<file path="src/rtl/tff_pkg.sv">
// Shared types for the T-flip-flop counter family: operation modes and width limit.
// Pure declarations, no latency or backpressure (types and constants only).
// Imported by tff_cell and tff_counter.
package tff_pkg;

  localparam int TFF_MAX_WIDTH = 16;

  typedef enum logic [1:0] {
    MODE_HOLD = 2'b00,
    MODE_UP   = 2'b01,
    MODE_DOWN = 2'b10,
    MODE_LOAD = 2'b11
  } mode_t;

endpackage

</file>
<file path="src/rtl/tff_cell.sv">
// One-bit T flip-flop with synchronous active-high reset.
// Latency: 1 cycle from t to q; no backpressure (free-running storage cell).
// Building block replicated per bit by tff_counter.
module tff_cell
  import tff_pkg::*;
(
  input  logic clk,
  input  logic rst,
  input  logic t,
  output logic q
);

  always_ff @(posedge clk) begin
    if (rst) begin
      q <= 1'b0;
    end else begin
      q <= q ^ t;
    end
  end

endmodule

</file>
<file path="src/rtl/tff_counter.sv">
// Modulo up/down/load counter built from WIDTH T-cells; TFF_COUNTER_SAT_EN saturates instead of wrapping.
// Latency: 1 cycle from control change to q; tc is combinational and predicts wrap.
// No backpressure: en=0 or mode=hold freezes the count.
module tff_counter
  import tff_pkg::*;
#(
  parameter int WIDTH  = 4,
  parameter int MODULO = 16
) (
  input  logic             clk,
  input  logic             rst,
  input  logic             en,
  input  logic [1:0]       mode,
  input  logic [WIDTH-1:0] d,
  output logic [WIDTH-1:0] q,
  output logic             tc,
  output logic             wrap
);

  if ((WIDTH < 2) || (WIDTH > TFF_MAX_WIDTH) ||
      (MODULO < 2) || (MODULO > (1 << WIDTH))) begin : g_param_check
    $fatal(1, "tff_counter: illegal WIDTH/MODULO combination");
  end

  localparam logic [WIDTH-1:0] QMAX = WIDTH'(MODULO - 1);
  localparam logic [WIDTH-1:0] ZERO = '0;
  localparam logic [WIDTH-1:0] ONE  = WIDTH'(1);

  mode_t            op;
  logic [WIDTH-1:0] q_next;
  logic [WIDTH-1:0] t;
  logic             wrap_next;
  logic             at_top;
  logic             at_bottom;

  assign op        = mode_t'(mode);
  assign at_top    = (q == QMAX);
  assign at_bottom = (q == ZERO);

  always_comb begin
    q_next    = q;
    wrap_next = 1'b0;
    if (en) begin
      case (op)
        MODE_UP: begin
          if (at_top) begin
`ifdef TFF_COUNTER_SAT_EN
            q_next    = QMAX;
`else
            q_next    = ZERO;
            wrap_next = 1'b1;
`endif
          end else begin
            q_next = q + ONE;
          end
        end
        MODE_DOWN: begin
          if (at_bottom) begin
`ifdef TFF_COUNTER_SAT_EN
            q_next    = ZERO;
`else
            q_next    = QMAX;
            wrap_next = 1'b1;
`endif
          end else begin
            q_next = q - ONE;
          end
        end
        MODE_LOAD: begin
          q_next = (d > QMAX) ? QMAX : d;
        end
        default: begin
          q_next = q;
        end
      endcase
    end
  end

  // Load and count share one path: each cell only sees which bits must flip.
  assign t = q ^ q_next;

  for (genvar i = 0; i < WIDTH; i++) begin : g_cell
    tff_cell u_cell (
      .clk (clk),
      .rst (rst),
      .t   (t[i]),
      .q   (q[i])
    );
  end

  assign tc = en & (((op == MODE_UP) & at_top) | ((op == MODE_DOWN) & at_bottom));

`ifdef TFF_COUNTER_SAT_EN
  logic unused_wrap_next;
  assign unused_wrap_next = wrap_next;
  assign wrap = 1'b0;
`else
  logic wrap_q;

  always_ff @(posedge clk) begin
    if (rst) begin
      wrap_q <= 1'b0;
    end else begin
      wrap_q <= wrap_next;
    end
  end

  assign wrap = wrap_q;
`endif

endmodule

</file>
<file path="config.mk">
export PLATFORM = sky130hd
export DESIGN_NAME = tff_counter
export DESIGN_NICKNAME = d
export VERILOG_FILES = /design/src/rtl/tff_pkg.sv /design/src/rtl/tff_cell.sv /design/src/rtl/tff_counter.sv
export SDC_FILE = /design/constraint.sdc
export NUM_CORES = 1
export LEC_CHECK = 0
export BUFFER_PORTS_ARGS = -buffer_cell sky130_fd_sc_hd__buf_2
export CAP_MARGIN = 20
export CELL_PAD_IN_SITES_DETAIL_PLACEMENT = 1
export CELL_PAD_IN_SITES_GLOBAL_PLACEMENT = 1
export CORE_MARGIN = 8
export CORE_UTILIZATION = 31
export DETAILED_ROUTE_END_ITERATION = 6
export GPL_ROUTABILITY_DRIVEN = 0
export GPL_TIMING_DRIVEN = 0
export PLACE_DENSITY = 0.78
export REMOVE_ABC_BUFFERS = 1
export SYNTH_ARGS = -nofsm -noshare
export SYNTH_HDL_FRONTEND = slang
export SYNTH_HIERARCHICAL = 1
export SYNTH_SLANG_ARGS = --single-unit
</file>
<file path="constraint.sdc">
create_clock -name clk -period 2.07 [get_ports clk]
set_input_delay 0.207 -clock clk [delete_from_list [all_inputs] [get_ports clk]]
set_output_delay 0.207 -clock clk [all_outputs]
set_load 0.01 [all_outputs]
</file>
# Word-level counts from Yosys, hierarchy flattened
# Index checks and enable logic that the tools add are counted.
dict set report totals {
  output_inout_bits 6
  input_bits 9
  regBits 5
  wordCells 32
}
dict set report op_classes {
  eq_ne 4
  mux 8
  magnitude_cmp 1
  n_reduce_logical 2
  n_addsub 2
  bitwise_logic 10
}
# cell n
set op_table {}
lappend op_table {{4-bit 2-to-1 mux} 4}
lappend op_table {{4-bit one-hot mux with 3 select lines} 1}
lappend op_table {{4-bit by 1-bit adder with 4-bit output (second input constant)} 1}
lappend op_table {{2-bit == test (second input constant)} 2}
lappend op_table {{4-bit == test (second input constant)} 1}
lappend op_table {{4-bit greater-than comparator (second input constant)} 1}
lappend op_table {{4-bit logical NOT} 1}
lappend op_table {{4-bit by 1-bit subtractor with 4-bit output (second input constant)} 1}
lappend op_table {{1-bit bitwise XOR} 4}
lappend op_table {{4-bit bitwise XOR} 1}
lappend op_table {{1-bit AND} 3}
lappend op_table {{2-bit by 1-bit == test with 1-bit output (second input constant)} 1}
lappend op_table {{1-bit 2-to-1 mux} 2}
lappend op_table {{1-bit one-hot mux with 2 select lines} 1}
lappend op_table {{2-bit OR reduction} 1}
lappend op_table {{1-bit NOT} 1}
lappend op_table {{1-bit OR} 1}

# Logic depth before layout (Yosys ltp)
dict set report logic_depth {
  depth_word 6
  depth_mapped 8
  ltp_nobuf 8
}

# Hierarchy
# The synthesis kept the hierarchy.
# mod instances area_each_um2 seq_area_each_um2 cells_each
set by_module_without_submodules {}
lappend by_module_without_submodules {tff_counter 1 351.6 20.0 47}
lappend by_module_without_submodules {tff_cell 4 32.5 20.0 3}

# Worst setup path before layout
# No wires, ideal clock.
dict set report synth_path {
  kind {flip-flop to flip-flop}
  start {register g_cell[0].u_cell.q}
  end {register g_cell[3].u_cell.q}
  arrival_time_ns 1.922
  slack_ns 0.033
  setup_ns 0.115
  period_less_slack_ns 2.037
  stages_incl_launch_ff 9
  path_buffers 0
  cell_sequence {dfxtp_1 > inv_1 > ha_1 > o21ba_2 > o21ai_0 > a222oi_1 > mux2_1 > xnor2_1 > nor2_1}
}
dict set report synth_via {
  elab_chain_len 6
  word_cells_on_any_way 10
  classes_between {add/sub: 2; eq/ne: 1; mux: 4; bitwise: 2; reduce/logical: 1}
}
# item line
set synth_rtl {}
lappend synth_rtl {{from (decl)} tff_cell.sv:10} ;# output logic q
lappend synth_rtl {{from (signal assigned)} tff_cell.sv:17} ;# q <= q ^ t;
lappend synth_rtl {{4-bit by 1-bit subtractor with 4-bit output (tied with other cells)} tff_counter.sv:66} ;# q_next = q - ONE;
lappend synth_rtl {{4-bit 2-to-1 mux, on equally long branches} {tff_counter.sv:58, tff_counter.sv:46}}
lappend synth_rtl {{4-bit one-hot mux with 3 select lines (*)} tff_counter.sv:44} ;# case (op)
lappend synth_rtl {{4-bit 2-to-1 mux (*)} tff_counter.sv:43} ;# if (en) begin
lappend synth_rtl {{4-bit bitwise XOR (*)} tff_counter.sv:80} ;# assign t = q ^ q_next;
lappend synth_rtl {{via t[3]} tff_counter.sv:31} ;# logic [WIDTH-1:0] t;
lappend synth_rtl {{1-bit bitwise XOR (*)} tff_cell.sv:17}
lappend synth_rtl {{to (signal assigned)} tff_cell.sv:17}
lappend synth_rtl {{to (decl)} tff_cell.sv:10}
# Mark *: on every way through the listed nets, which the timed path passes. The rest lies on a longest branch.
# A chain may end at the register's enable or synchronous reset.

# Worst setup path in the final report
# Same ends and word-level chain as after synthesis.

==> reports/qor.yml <==
status: "complete, no violations"
fp.dieH_um: 55.42
worst_pin_slew_ns: 0.3954
worstPathRequired_ns: 2.21
wl_per_cell_um: 13.03
worstSkewPairLatency_ns: 0.25
stdcell_count: 92
drc: 0
min_period_ns: 1.946
critical_path_class: "flop to flop"
synth-warning-count: 6
finalCritPeriodShare_pct: 94.01
cts_buffer_depth: 2
synthCells: 59
start_kind: "flop"
slew_headroom_pct: 73.60
multi_input_area_um2: 346.6
yosysUniqueCellTypes: 28
clk_pin_slew_ns: 0.05
seq_area_frac_synth_pct: 20.78
ant_nets: 0
max_freq_mhz: 513.9
numCtsBuffers: 3
row_count: 14
core_area_um2: 1489
syn_to_final_growth_pct: 24.16
leakagePower_nw: 0.2823
layout.nets: 92
path_cells: "inv_1 > ha_2 > o21ba_2 > o21ai_0 > a222oi_1 > mux2_1 > xnor2_1 > nor2_1"
routed-via-count: 458
grt_start_max_net_pins: 12
cts_tree: "yes"
hold_viol: 0
cp-end-kind: "flop"
setup-violations-final: 0
diodes: 0
power.density_nw_per_um2: 691.3
seqCellArea_um2: 108.9
rsz0062_at_grt: "false"
grt_pass1_vias: 480
layout-drive-gt1-share_pct: 30.26
cap_violations: 0
clock-sinks: 5
worstHoldPathType: "input pin to flop"
synthesis.area_um2: 481.7
grt_remaining_overflow: 0
ys_seq_elements: 5
die_w_um: 55.42
cts_root_buffer: "clkbuf_4"
grt_pass1_wl_mm: 2.028
cts.htree.levels: 1
initial_core_util_pct: 32.35
fin_skew_ns: 0.007520
io_pins: 15
routed_wl_mm: 1.199
critPathMaxStageDelay_ns: 0.38
fillers: 196
die-area_um2: 3071
crit_fanout: 8
dp_hpwl_um: 952.8
dr.pass1.iters: 4
worstPathArrival_ns: 2.09
report.final.slew_viol_count: 0
drtIter0Drc: 10
dp.cells: 88
syn_avg_cell_area_um2: 8.165
antenna_found_initial: 0
cp_slowest_cell: "dfxtp_4"
vias_per_cell: 4.978
grt_usage_pct: 8.330
ir_worst_vdd_mv: 0.4406
port-buffer-count: 14
power.total_mw: 0.4135
cts_hold_buf: 0
## layout make-up
| cell class | count | area share (%) |
|---|---|---|
| clock buffers | 4 | 4.393 |
| well taps | 16 | 3.347 |
| inverters | 7 | 4.393 |
| flip-flops and latches | 5 | 18.20 |
| repair buffers | 14 | 11.72 |
| multi-input cells | 46 | 57.95 |
## report_power, final
group,switching (mW),internal (mW)
Sequential,0.0292,0.113
Combinational,0.0733,0.0814
Clock,0.0436,0.0731
Total,0.146,0.267
## Yosys cell counts, drive strengths merged
| master | count | area [um2] |
|---|---|---|
| a21boi | 1 | 7.510 |
| a221oi | 1 | 8.760 |
| a311o | 1 | 10.01 |
| nand4 | 1 | 6.260 |
| ha | 6 | 75.07 |
| xor2 | 1 | 8.760 |
| dfxtp | 5 | 100.1 |
| nand2b | 1 | 6.260 |
| mux2i | 1 | 10.01 |
| and4b | 1 | 10.01 |
| a22oi | 2 | 15.01 |
| buf | 1 | 11.26 |
| nand2 | 4 | 15.01 |
| o21ai | 1 | 5.000 |
| nor2b | 2 | 15.02 |
| o21ba | 1 | 10.01 |
| inv | 7 | 26.28 |
| o21a | 1 | 7.510 |
| nor2 | 8 | 30.03 |
| mux2 | 1 | 11.26 |
| a222oi | 1 | 10.01 |
| xnor2 | 5 | 43.79 |
| nand3 | 2 | 10.01 |
| a31oi | 1 | 6.260 |
| a211oi | 1 | 7.510 |
| and3b | 1 | 8.760 |
| and3 | 1 | 6.260 |
## metrics by stage
step / setup slack (ns) / setup TNS (ns) / hold slack [ns] / area [um2] / util [%]
6_report: 0.1241 / 0 / 0.1639 / 598.1 / 40.17
4_1_cts: 0.005909 / 0 / 0.1678 / 589.3 / 39.58
3_5_place_dp: -0.08870 / -0.08870 / 0.4377 / 560.5 / 37.65
5_1_grt: 0.006389 / 0 / 0.1758 / 598.1 / 40.17
3_3_place_gp: -0.09313 / -0.09313 / 0.4370 / 560.5 / 37.65
2_1_floorplan: 0.02166 / 0 / 0.2794 / 470.5 / -
## final timing paths
| check | startpoint | endpoint | slack, ns | cells past startpoint |
|---|---|---|---|---|
| max | g_cell[0].u_cell/q$_SDFF_PP0_ | g_cell[3].u_cell/q$_SDFF_PP0_ | 0.12 | 8 |
| max reg2reg | g_cell[0].u_cell/q$_SDFF_PP0_ | g_cell[3].u_cell/q$_SDFF_PP0_ | 0.12 | 8 |
| min | rst | g_cell[0].u_cell/q$_SDFF_PP0_ | 0.16 | 2 |
| min reg2reg | g_cell[0].u_cell/q$_SDFF_PP0_ | g_cell[0].u_cell/q$_SDFF_PP0_ | 0.55 | 2 |
## cells in the final DEF, fill, tap and decap left out, types with 2 or more instances in the layout
master / n
buf_2: 14
clkbuf_4: 3
nand3_1: 2
ha_1: 5
a22oi_1: 2
nand2_1: 4
inv_1: 7
dfxtp_4: 2
nor2_1: 8
dfxtp_1: 2
xnor2_1: 5
## cell families (layout without fill, tap and decap cells)
logic type	after synthesis	after routing	share of synthesized area [%]
AND/OR/NAND/NOR	21	21	22.34
AO/OA/AOI/OAI	11	11	18.18
buffers and inverters	8	25	7.793
adder cells (fa/ha/maj)	6	6	15.58
XOR/XNOR	6	6	10.91
flip-flops	5	5	20.78
multiplexers	2	2	4.416
## layer usage
layer,GRT usage (%),routed length (um)
met5,0,0
met4,5.282,28
met3,4.795,78
met1,8.429,558
met2,12.82,533
## what timing repair did
item,CTS,global route
gates cloned,0,0
setup buffers,0,0
setup endpoints to repair,1,1
pin swaps,0,2
resized for setup,2,4
## state kept, by name, summed over array words and instances (netlist names)
| name | cells |
|---|---|
| g_cell.u_cell/q | 4 |
| wrap | 1 |
## worst max-delay path, delay by kind of cell (launching register included)
| kind | cells | cell delay, ns |
|---|---|---|
| AND/OR/NAND/NOR | 1 | 0.05 |
| AO/OA/AOI/OAI | 3 | 0.61 |
| buffers and inverters | 1 | 0.07 |
| flip-flops | 1 | 0.38 |
| adder cells (fa/ha/maj) | 1 | 0.20 |
| multiplexers | 1 | 0.37 |
| XOR/XNOR | 1 | 0.14 |
No activity file was read; power rests on OpenSTA's default activity.
